### src/rtl/flow_table_if.sv
// Bundles the flow_table lookup, result, CSR-read and drop-count signals.
// The table side uses the slave modport; the key source / CSR side uses master.
interface flow_table_if #(
   parameter int DEPTH = 16,
   parameter int CNT_W = 32
);
   localparam int IW = $clog2(DEPTH);

   logic [95:0]      flow_key;
   logic             key_valid;
   logic             clr;
   logic             done;
   logic             hit;
   logic             miss_ins;
   logic             collision;
   logic [IW-1:0]    flow_idx;
   logic             rd_en;
   logic [IW-1:0]    rd_idx;
   logic             rd_valid;
   logic [95:0]      rd_key;
   logic [CNT_W-1:0] rd_count;
   logic             rd_used;
   logic [CNT_W-1:0] drop_cnt;

   modport master (
      output flow_key, key_valid, clr, rd_en, rd_idx,
      input  done, hit, miss_ins, collision, flow_idx,
      input  rd_valid, rd_key, rd_count, rd_used, drop_cnt
   );

   modport slave (
      input  flow_key, key_valid, clr, rd_en, rd_idx,
      output done, hit, miss_ins, collision, flow_idx,
      output rd_valid, rd_key, rd_count, rd_used, drop_cnt
   );
endinterface

### src/rtl/flow_table.sv
// Direct-mapped flow table: XOR-folded index, 3-cycle lookup/insert/count FSM.
// Define FLOW_TABLE_DROP_CNT_EN to build the saturating busy-drop counter.
module flow_table #(
   parameter int DEPTH = 16,
   parameter int CNT_W = 32
) (
   input logic          clk,
   input logic          rst_n,
   flow_table_if.slave  bus
);
   localparam int IW   = $clog2(DEPTH);
   localparam int NS   = (96 + IW - 1) / IW;
   localparam int PADW = NS * IW;

   typedef enum logic [1:0] {IDLE, LOOKUP, WRITE} state_t;

   state_t           r_state, w_next;
   logic [IW-1:0]    w_idx, r_idx;
   logic [PADW-1:0]  w_pad;
   logic [95:0]      r_key;
   logic [DEPTH-1:0] r_used;
   logic [95:0]      r_tkey [DEPTH];
   logic [CNT_W-1:0] r_tcnt [DEPTH];
   logic             r_e_used;
   logic [95:0]      r_e_key;
   logic [CNT_W-1:0] r_e_cnt, w_cnt_inc;
   logic             w_accept, w_wr, w_match;
   logic             r_done, r_hit, r_miss, r_coll;
   logic [IW-1:0]    r_flow_idx;
   logic             r_rd_valid, r_rd_used;
   logic [95:0]      r_rd_key;
   logic [CNT_W-1:0] r_rd_count;

   // Upper slice zero-padded by the widening cast
   always_comb begin
      w_pad = PADW'(bus.flow_key);
      w_idx = '0;
      for (int i = 0; i < NS; i++) w_idx ^= w_pad[i*IW +: IW];
   end

   assign w_accept  = (r_state == IDLE) && bus.key_valid && !bus.clr;
   assign w_wr      = (r_state == WRITE) && !bus.clr;
   assign w_match   = r_e_used && (r_e_key == r_key);
   assign w_cnt_inc = (r_e_cnt == '1) ? r_e_cnt : r_e_cnt + CNT_W'(1);

   always_comb begin
      w_next = r_state;
      case (r_state)
         IDLE:    if (w_accept) w_next = LOOKUP;
         LOOKUP:  w_next = WRITE;
         WRITE:   w_next = IDLE;
         default: w_next = IDLE;
      endcase
      if (bus.clr) w_next = IDLE;
   end

   always_ff @(posedge clk or negedge rst_n) begin
      if (!rst_n) begin
         r_state    <= IDLE;
         r_used     <= '0;
         r_done     <= 1'b0;
         r_hit      <= 1'b0;
         r_miss     <= 1'b0;
         r_coll     <= 1'b0;
         r_flow_idx <= '0;
         r_rd_valid <= 1'b0;
         r_rd_key   <= '0;
         r_rd_count <= '0;
         r_rd_used  <= 1'b0;
      end else begin
         r_state <= w_next;
         r_done  <= w_wr;
         r_hit   <= w_wr && w_match;
         r_miss  <= w_wr && !r_e_used;
         r_coll  <= w_wr && r_e_used && !w_match;
         if (w_wr) r_flow_idx <= r_idx;
         if (bus.clr) r_used <= '0;
         else if (w_wr && !r_e_used) r_used[r_idx] <= 1'b1;
         // Reads sample storage before this edge's write/clear lands
         r_rd_valid <= bus.rd_en;
         if (bus.rd_en) begin
            r_rd_key   <= r_tkey[bus.rd_idx];
            r_rd_count <= r_tcnt[bus.rd_idx];
            r_rd_used  <= r_used[bus.rd_idx];
         end
      end
   end

   // Key/count storage and lookup pipeline need no reset: used=0 masks them
   always_ff @(posedge clk) begin
      if (w_accept) begin
         r_key <= bus.flow_key;
         r_idx <= w_idx;
      end
      if (r_state == LOOKUP) begin
         r_e_used <= r_used[r_idx];
         r_e_key  <= r_tkey[r_idx];
         r_e_cnt  <= r_tcnt[r_idx];
      end
      if (w_wr) begin
         if (!r_e_used) begin
            r_tkey[r_idx] <= r_key;
            r_tcnt[r_idx] <= CNT_W'(1);
         end else if (w_match) begin
            r_tcnt[r_idx] <= w_cnt_inc;
         end
      end
   end

`ifdef FLOW_TABLE_DROP_CNT_EN
   logic [CNT_W-1:0] r_drop;
   always_ff @(posedge clk or negedge rst_n) begin
      if (!rst_n) r_drop <= '0;
      else if ((r_state != IDLE) && bus.key_valid && !bus.clr && (r_drop != '1))
         r_drop <= r_drop + CNT_W'(1);
   end
   assign bus.drop_cnt = r_drop;
`else
   assign bus.drop_cnt = '0;
`endif

   assign bus.done      = r_done;
   assign bus.hit       = r_hit;
   assign bus.miss_ins  = r_miss;
   assign bus.collision = r_coll;
   assign bus.flow_idx  = r_flow_idx;
   assign bus.rd_valid  = r_rd_valid;
   assign bus.rd_key    = r_rd_key;
   assign bus.rd_count  = r_rd_count;
   assign bus.rd_used   = r_rd_used;
endmodule

### src/flat_wrapper.sv
// flat-port wrapper written by rule: the top's interface ports become plain ports
module flow_table_flat 
#(
   parameter int DEPTH = 16,
   parameter int CNT_W = 32
)
  (clk, rst_n, bus_flow_key, bus_key_valid, bus_clr, bus_rd_en, bus_rd_idx, bus_done, bus_hit, bus_miss_ins, bus_collision, bus_flow_idx, bus_rd_valid, bus_rd_key, bus_rd_count, bus_rd_used, bus_drop_cnt);
  flow_table_if #(.DEPTH(DEPTH), .CNT_W(CNT_W)) bus_i ();
  input logic clk;
  input logic rst_n;
  input wire logic [$bits(bus_i.flow_key)-1:0] bus_flow_key;
  input wire logic [$bits(bus_i.key_valid)-1:0] bus_key_valid;
  input wire logic [$bits(bus_i.clr)-1:0] bus_clr;
  input wire logic [$bits(bus_i.rd_en)-1:0] bus_rd_en;
  input wire logic [$bits(bus_i.rd_idx)-1:0] bus_rd_idx;
  output wire logic [$bits(bus_i.done)-1:0] bus_done;
  output wire logic [$bits(bus_i.hit)-1:0] bus_hit;
  output wire logic [$bits(bus_i.miss_ins)-1:0] bus_miss_ins;
  output wire logic [$bits(bus_i.collision)-1:0] bus_collision;
  output wire logic [$bits(bus_i.flow_idx)-1:0] bus_flow_idx;
  output wire logic [$bits(bus_i.rd_valid)-1:0] bus_rd_valid;
  output wire logic [$bits(bus_i.rd_key)-1:0] bus_rd_key;
  output wire logic [$bits(bus_i.rd_count)-1:0] bus_rd_count;
  output wire logic [$bits(bus_i.rd_used)-1:0] bus_rd_used;
  output wire logic [$bits(bus_i.drop_cnt)-1:0] bus_drop_cnt;
  assign bus_i.flow_key = bus_flow_key;
  assign bus_i.key_valid = bus_key_valid;
  assign bus_i.clr = bus_clr;
  assign bus_i.rd_en = bus_rd_en;
  assign bus_i.rd_idx = bus_rd_idx;
  assign bus_done = bus_i.done;
  assign bus_hit = bus_i.hit;
  assign bus_miss_ins = bus_i.miss_ins;
  assign bus_collision = bus_i.collision;
  assign bus_flow_idx = bus_i.flow_idx;
  assign bus_rd_valid = bus_i.rd_valid;
  assign bus_rd_key = bus_i.rd_key;
  assign bus_rd_count = bus_i.rd_count;
  assign bus_rd_used = bus_i.rd_used;
  assign bus_drop_cnt = bus_i.drop_cnt;
  flow_table #(.DEPTH(DEPTH), .CNT_W(CNT_W)) u_core (.clk(clk), .rst_n(rst_n), .bus(bus_i));
endmodule
### config.mk
export PLATFORM = sky130hd
export DESIGN_NAME = flow_table_flat
export DESIGN_NICKNAME = d
export VERILOG_FILES = /design/src/rtl/flow_table_if.sv /design/src/rtl/flow_table.sv /design/src/flat_wrapper.sv
export SDC_FILE = /design/constraint.sdc
export NUM_CORES = 2
export LEC_CHECK = 0
export ABC_CLOCK_PERIOD_IN_PS = 13700
export CORE_UTILIZATION = 62
export CTS_CLUSTER_DIAMETER = 30
export DETAILED_ROUTE_END_ITERATION = 16
export PLACE_DENSITY = 0.82
export SLEW_MARGIN = 10
export SYNTH_ARGS = -nofsm -noshare
export SYNTH_HDL_FRONTEND = slang
export SYNTH_SLANG_ARGS = --single-unit
### constraint.sdc
create_clock -name clk -period 13.7 [get_ports clk]
set_input_delay 1.37 -clock clk [delete_from_list [all_inputs] [get_ports clk]]
set_output_delay 1.37 -clock clk [all_outputs]
set_load 0.005 [all_outputs]
# Word level (Yosys, flattened, before mapping)

Memories as Yosys holds them, arrays and structs flattened. A register that Yosys moved wholly into a read port is not among the register bits.
Cells that the tools add are included.

$lt $le $gt $ge: 3
Eq/ne operators: 5
Add/sub/neg operators: 1
Bitwise gates (word level): 25
Reduce and logical (&&, ||, !) cells: 16
Mux-type cells: 20

Operators by type and width:

| operator                | number |
|---|---|
| $eq A96 B96 Y1          | 1 |
| $xor A4 B4 Y4           | 23 |
| $mux W32                | 2 |
| $add A32 B1 Y32 const B | 1 |
| $eq A32 B32 Y1 const B  | 1 |
| $mux W16                | 2 |
| $or A16 B16 Y16         | 1 |
| $lt A4 B5 Y1 const B    | 2 |
| $mux W1                 | 10 |
| $logic_and A1 B1 Y1     | 9 |
| $bmux W1 S4             | 2 |
| $logic_not A1 Y1        | 5 |
| $demux W1 S4            | 1 |
| $ge A4 B1 Y1 const B    | 1 |
| $mux W2                 | 2 |
| $pmux W2 S2             | 1 |
| $ne A3 B2 Y1 const B    | 1 |
| $eq A2 B1 Y1 const B    | 1 |
| $eq A2 B2 Y1 const B    | 1 |
| $logic_not A2 Y1        | 1 |
| $reduce_bool A2 Y1      | 1 |
| $or A1 B1 Y1            | 1 |

Bits in writable memories: 2,048
Memories: 2
Logic and storage cells: 84
Register bits after elaboration: 129

Memories:

| name          | depth | bits a word | read ports | clocked after memory_dff | wr ports | line             | RTL |
|---|---|---|---|---|---|---|---|
| u_core.r_tkey | 16    | 96          | 2          | 2                        | 1        | flow_table.sv:22 | `logic [95:0] r_tkey [DEPTH];` |
| u_core.r_tcnt | 16    | 32          | 2          | 2                        | 1        | flow_table.sv:23 | `logic [CNT_W-1:0] r_tcnt [DEPTH];` |

# Longest topological paths before layout

Word-level depth: 23
Gate-level depth with buffers: 8
Gate-level depth less buffers: 7

# Worst setup path after synthesis

Ideal clock, no wire load.

Path kind: input port to flip-flop
From: input bus_clr
To: register u_core.r_idx[0] (enable)
Data required time: 12,861 ps
Stages on the path: 2
Arrival time: 11,785 ps
Path slack: 1,076 ps
Setup time: 839 ps
Path through: clkbuf_1 > nor4b_1

Cells in the longest elaborated chain, start to end: 2

Ends and longest elaborated chain:

| what                 | line               | RTL |
|---|---|---|
| from (decl)          | flat_wrapper.sv:13 | `input wire logic [$bits(bus_i.clr)-1:0] bus_clr;` |
| $logic_not A1 Y1     | flow_table.sv:41   | `assign w_accept = (r_state == IDLE) && bus.key_valid && !bus.clr;` |
| $logic_and A1 B1 Y1  | flow_table.sv:41   |  |
| net u_core.w_accept  | flow_table.sv:27   | `logic w_accept, w_wr, w_match;` |
| to (signal assigned) | flow_table.sv:93   | `r_idx <= w_idx;` |
| to (decl)            | flow_table.sv:18   | `logic [IW-1:0] w_idx, r_idx;` |

The timed path passes the listed nets, and every way through them passes these cells.
A chain may end at the register's enable or synchronous reset.

# Worst setup path in the final report

From: input bus_clr
To: memory u_core.r_tkey[7][55] (enable)

Cells in the longest elaborated chain, start to end: 4

Ends and longest elaborated chain:

| what                          | line              | RTL |
|---|---|---|
| $logic_not A1 Y1              | flow_table.sv:42  | `assign w_wr = (r_state == WRITE) && !bus.clr;` |
| $logic_and A1 B1 Y1           | flow_table.sv:42  |  |
| net u_core.w_wr               | flow_table.sv:27  |  |
| $mux W1                       | flow_table.sv:100 | `if (w_wr) begin` |
| $mux W1 (not written as such) | flow_table.sv:102 | `r_tkey[r_idx] <= r_key;` |
| to (decl)                     | flow_table.sv:22  |  |

The timed path passes the listed nets, and every way through them passes these cells.

==> impl_metrics.json <==
{
  "grt_max_degree": 147,
  "drv_slew": 0,
  "areaGrowthSynthToFinish_pct": 19.42,
  "status": "finished, final reports clean",
  "grt_first_pass_wirelength_um": 486500,
  "seqPwrFrac_pct": 37.1,
  "grt_pass1_vias": 65300,
  "post-cts-setup-buffers": 0,
  "synth_simple_gate_area_share_pct": 1.084,
  "comb_power_share_pct": 11.5,
  "worstRegToRegCells": 6,
  "synth_top_cell_by_area": "edfxtp_1",
  "io_pins": 275,
  "wirelength_um": 343300,
  "ant_nets": 0,
  "fin_skew_ns": 0.08517,
  "final_common_cell": "edfxtp_1",
  "slew_headroom_pct": 11.94,
  "min_path_type": "input port to asynchronous set/reset pin",
  "clock_latency_ns": 1.01,
  "initial_core_util_pct": 62.57,
  "report.power.total_mw": 22.72,
  "worstMarginPinSlew_ns": 1.317,
  "nets": 5273,
  "layout.cells.most_common_list": "2,277 x edfxtp_1, 1,290 x mux4_2, 462 x clkbuf_16",
  "layout-drive-gt1-share_pct": 41.98,
  "period_share_pct": 44.70,
  "ys_seq_area_share_pct": 67.12,
  "pre_cts_ws_ns": 6.883,
  "fp.dieArea_sq_mm": 0.1754,
  "max_freq_ghz": 0.1633,
  "multi_input_area_sq_mm": 0.03425,
  "fin_setup_tns_ns": 0,
  "finish.instance_area_sq_mm": 0.1286,
  "place_area_sq_mm": 0.1129,
  "setup_violations": 0,
  "regArea_sq_mm": 0.07228,
  "arrival_ns": 6.67,
  "die_w_um": 418.8,
  "grt-ovfl-total": 0,
  "p_per_area_mw_per_mm2": 176.6,
  "netlist_area_sq_mm": 0.1077,
  "die_y_um": 418.8,
  "io_buffers": 242,
  "cts_tree": "done",
  "path_clk_slew_ns": 0.05,
  "synth_area_leaders": "edfxtp_1 63%, mux4_2 27%, dfrtp_1 3.6%",
  "synthMuxAreaShare_pct": 28.37,
  "hold_viol": 0,
  "avgSynthCellArea_sq_um": 22.99,
  "peakVddDrop_mv": 0.1774,
  "cp-endpoint": "u_core.r_tkey[7][55]",
  "yosysTopAreaCellShare_pct": 63.49,
  "async_flop_share_pct": 6.412,
  "synth_top_family_by_area": "multiplexers",
  "rsz0062_at_grt": "false",
  "sw_frac_of_total_pct": 24.78,
  "min_period_ns": 6.123,
  "numClockSinks": 2433,
  "r2r_setup_slack_ns": 7.75,
  "start_kind": "input port",
  "rows": 152,
  "synthCells": 4684,
  "drc": 0,
  "vias": 62850,
  "r2r_end": "u_core.r_tkey[13][93]",
  "dp_hpwl_um": 158000,
  "p_leak_nw": 42.74,
  "clockBufferDepth": 4,
  "ctsRootBufferMaster": "clkbuf_16",
  "drt_iter0_drc": 11150,
  "fp.coreArea_sq_mm": 0.1721,
  "synthXorXnorAreaFrac_pct": 1.586,
  "place_congestion": 0.8319,
  "synth_flop_cell": "edfxtp_1",
  "synth-seq-cells": 2433,
  "endpoint_kind": "flop",
  "crit_required_ns": 14.24,
  "rr_startpoint": "u_core.r_idx[0]",
  "synth_compound_area_share_pct": 0.3509,
  "fillers": 8085,
  "h-tree-depth": 5,
  "ctsHoldBuffers": 0,
  "synth_enable_flop_cells": 2277,
  "p_clk_share_pct": 51.3,
  "yosys.area_share.adder_pct": 0.01162,
  "cts_resized": 0,
  "synth_warnings": 0,
  "dr.pass1.iters": 6,
  "gr-usage-all-layers_pct": 39.93,
  "path_max_fanout": 46,
  "cp-startpoint": "bus_clr",
  "maxCapViolCount": 0,
  "grt_antenna_before_repair": 15,
  "worst_slack_ns": 7.577,
  "crit_type": "input port to flop",
  "p_int_mw": 17.09,
  "switchingPower_mw": 5.629,
  "numCtsBuffers": 458,
  "routedWlPerCell_um": 43.70,
  "viasPerCell": 8.000,
  "yosysUniqueCellTypes": 45
}
## registers in the layout, indices dropped and copies added (netlist names), 16 cells and up
name	cells
u_core.bus.rd_key	96
u_core.r_e_cnt	32
u_core.r_key	96
u_core.r_tkey	1536
u_core.r_used	16
u_core.bus.rd_count	32
u_core.r_e_key	96
u_core.r_tcnt	512
## Yosys cell counts, drive strengths merged (4+ instances only)
library cell	n
a2111oi	8
a211oi	14
nand3	14
o21ba	5
mux4	1290
nand2b	11
nor4	20
edfxtp	2277
inv	17
nor3	21
xnor2	151
buf	141
nand4	24
or3	5
nor2	73
nor2b	17
or2	4
nand2	13
clkbuf	213
dfrtp	156
mux2	133
xor2	44
## critical path: stages
cell and delay, ns:
clkdlybuf4s50_1 0.81, nor3b_2 0.32, buf_4 0.24, nand2b_2 0.58
inv_1 0.29, nand3_1 0.38, nor2_4 0.94, buf_4 0.66
buf_4 0.94
## cell type report
| class | instances | share of cell area (%) |
|---|---|---|
| timing repair buffer | 346 | 2.635 |
| tap | 2310 | 2.248 |
| multi-input combinational | 1911 | 26.64 |
| inverter | 17 | 0.04962 |
| clock inverter | 316 | 2.977 |
| clock buffer | 518 | 9.239 |
| sequential | 2433 | 56.21 |
| antenna | 5 | 0.009730 |
## how the worst min path moves through the flow
stage,startpoint,end,slack (ns),cells past startpoint
finish,rst_n,u_core.bus.rd_count[5],0.37,1
CTS,rst_n,u_core.bus.rd_count[5],0.41,1
floorplan,u_core.r_state[1],u_core.r_state[1],0.47,1
detailed placement,u_core.bus.rd_key[70],u_core.bus.rd_key[70],0.50,1
global route,rst_n,u_core.bus.rd_count[5],0.43,1
global placement,u_core.bus.rd_count[17],u_core.bus.rd_count[17],0.49,1
## power groups by stage
stage	Sequential, mW	Clock [mW]	Combinational, mW
after CTS	8.43	11.7	2.60
after detailed placement	8.55	0	2.49
after global placement	8.55	0	2.47
after global routing	8.44	12.0	2.68
final	8.44	11.7	2.62
after floorplan	8.50	0	1.72
## logic make-up after synthesis
group	after synthesis
flops	2433
fa+ha+maj	1
other cells	1
simple gates	220
compound gates	40
mux	1423
xor+xnor	195
buf+inv	371
## metrics by stage
stage	cells	hold slack (ns)	util, %
CTS	7850	0.4073	74.70
global placement	7016	0.4882	65.57
floorplan	4715	0.4661	-
finish	7856	0.3736	74.72
detailed placement	7016	0.4952	65.57
global route	7853	0.4267	74.71
## per-layer routing
layer,GRT usage (%),routed length (um),up-vias
met2,62.57,166400,7105
li1,-,-,21710
met4,25.86,25650,24
met5,0.1667,169,-
met3,11.21,46350,1537
met1,49.43,104700,32470
(Power assumes the default switching activity.)
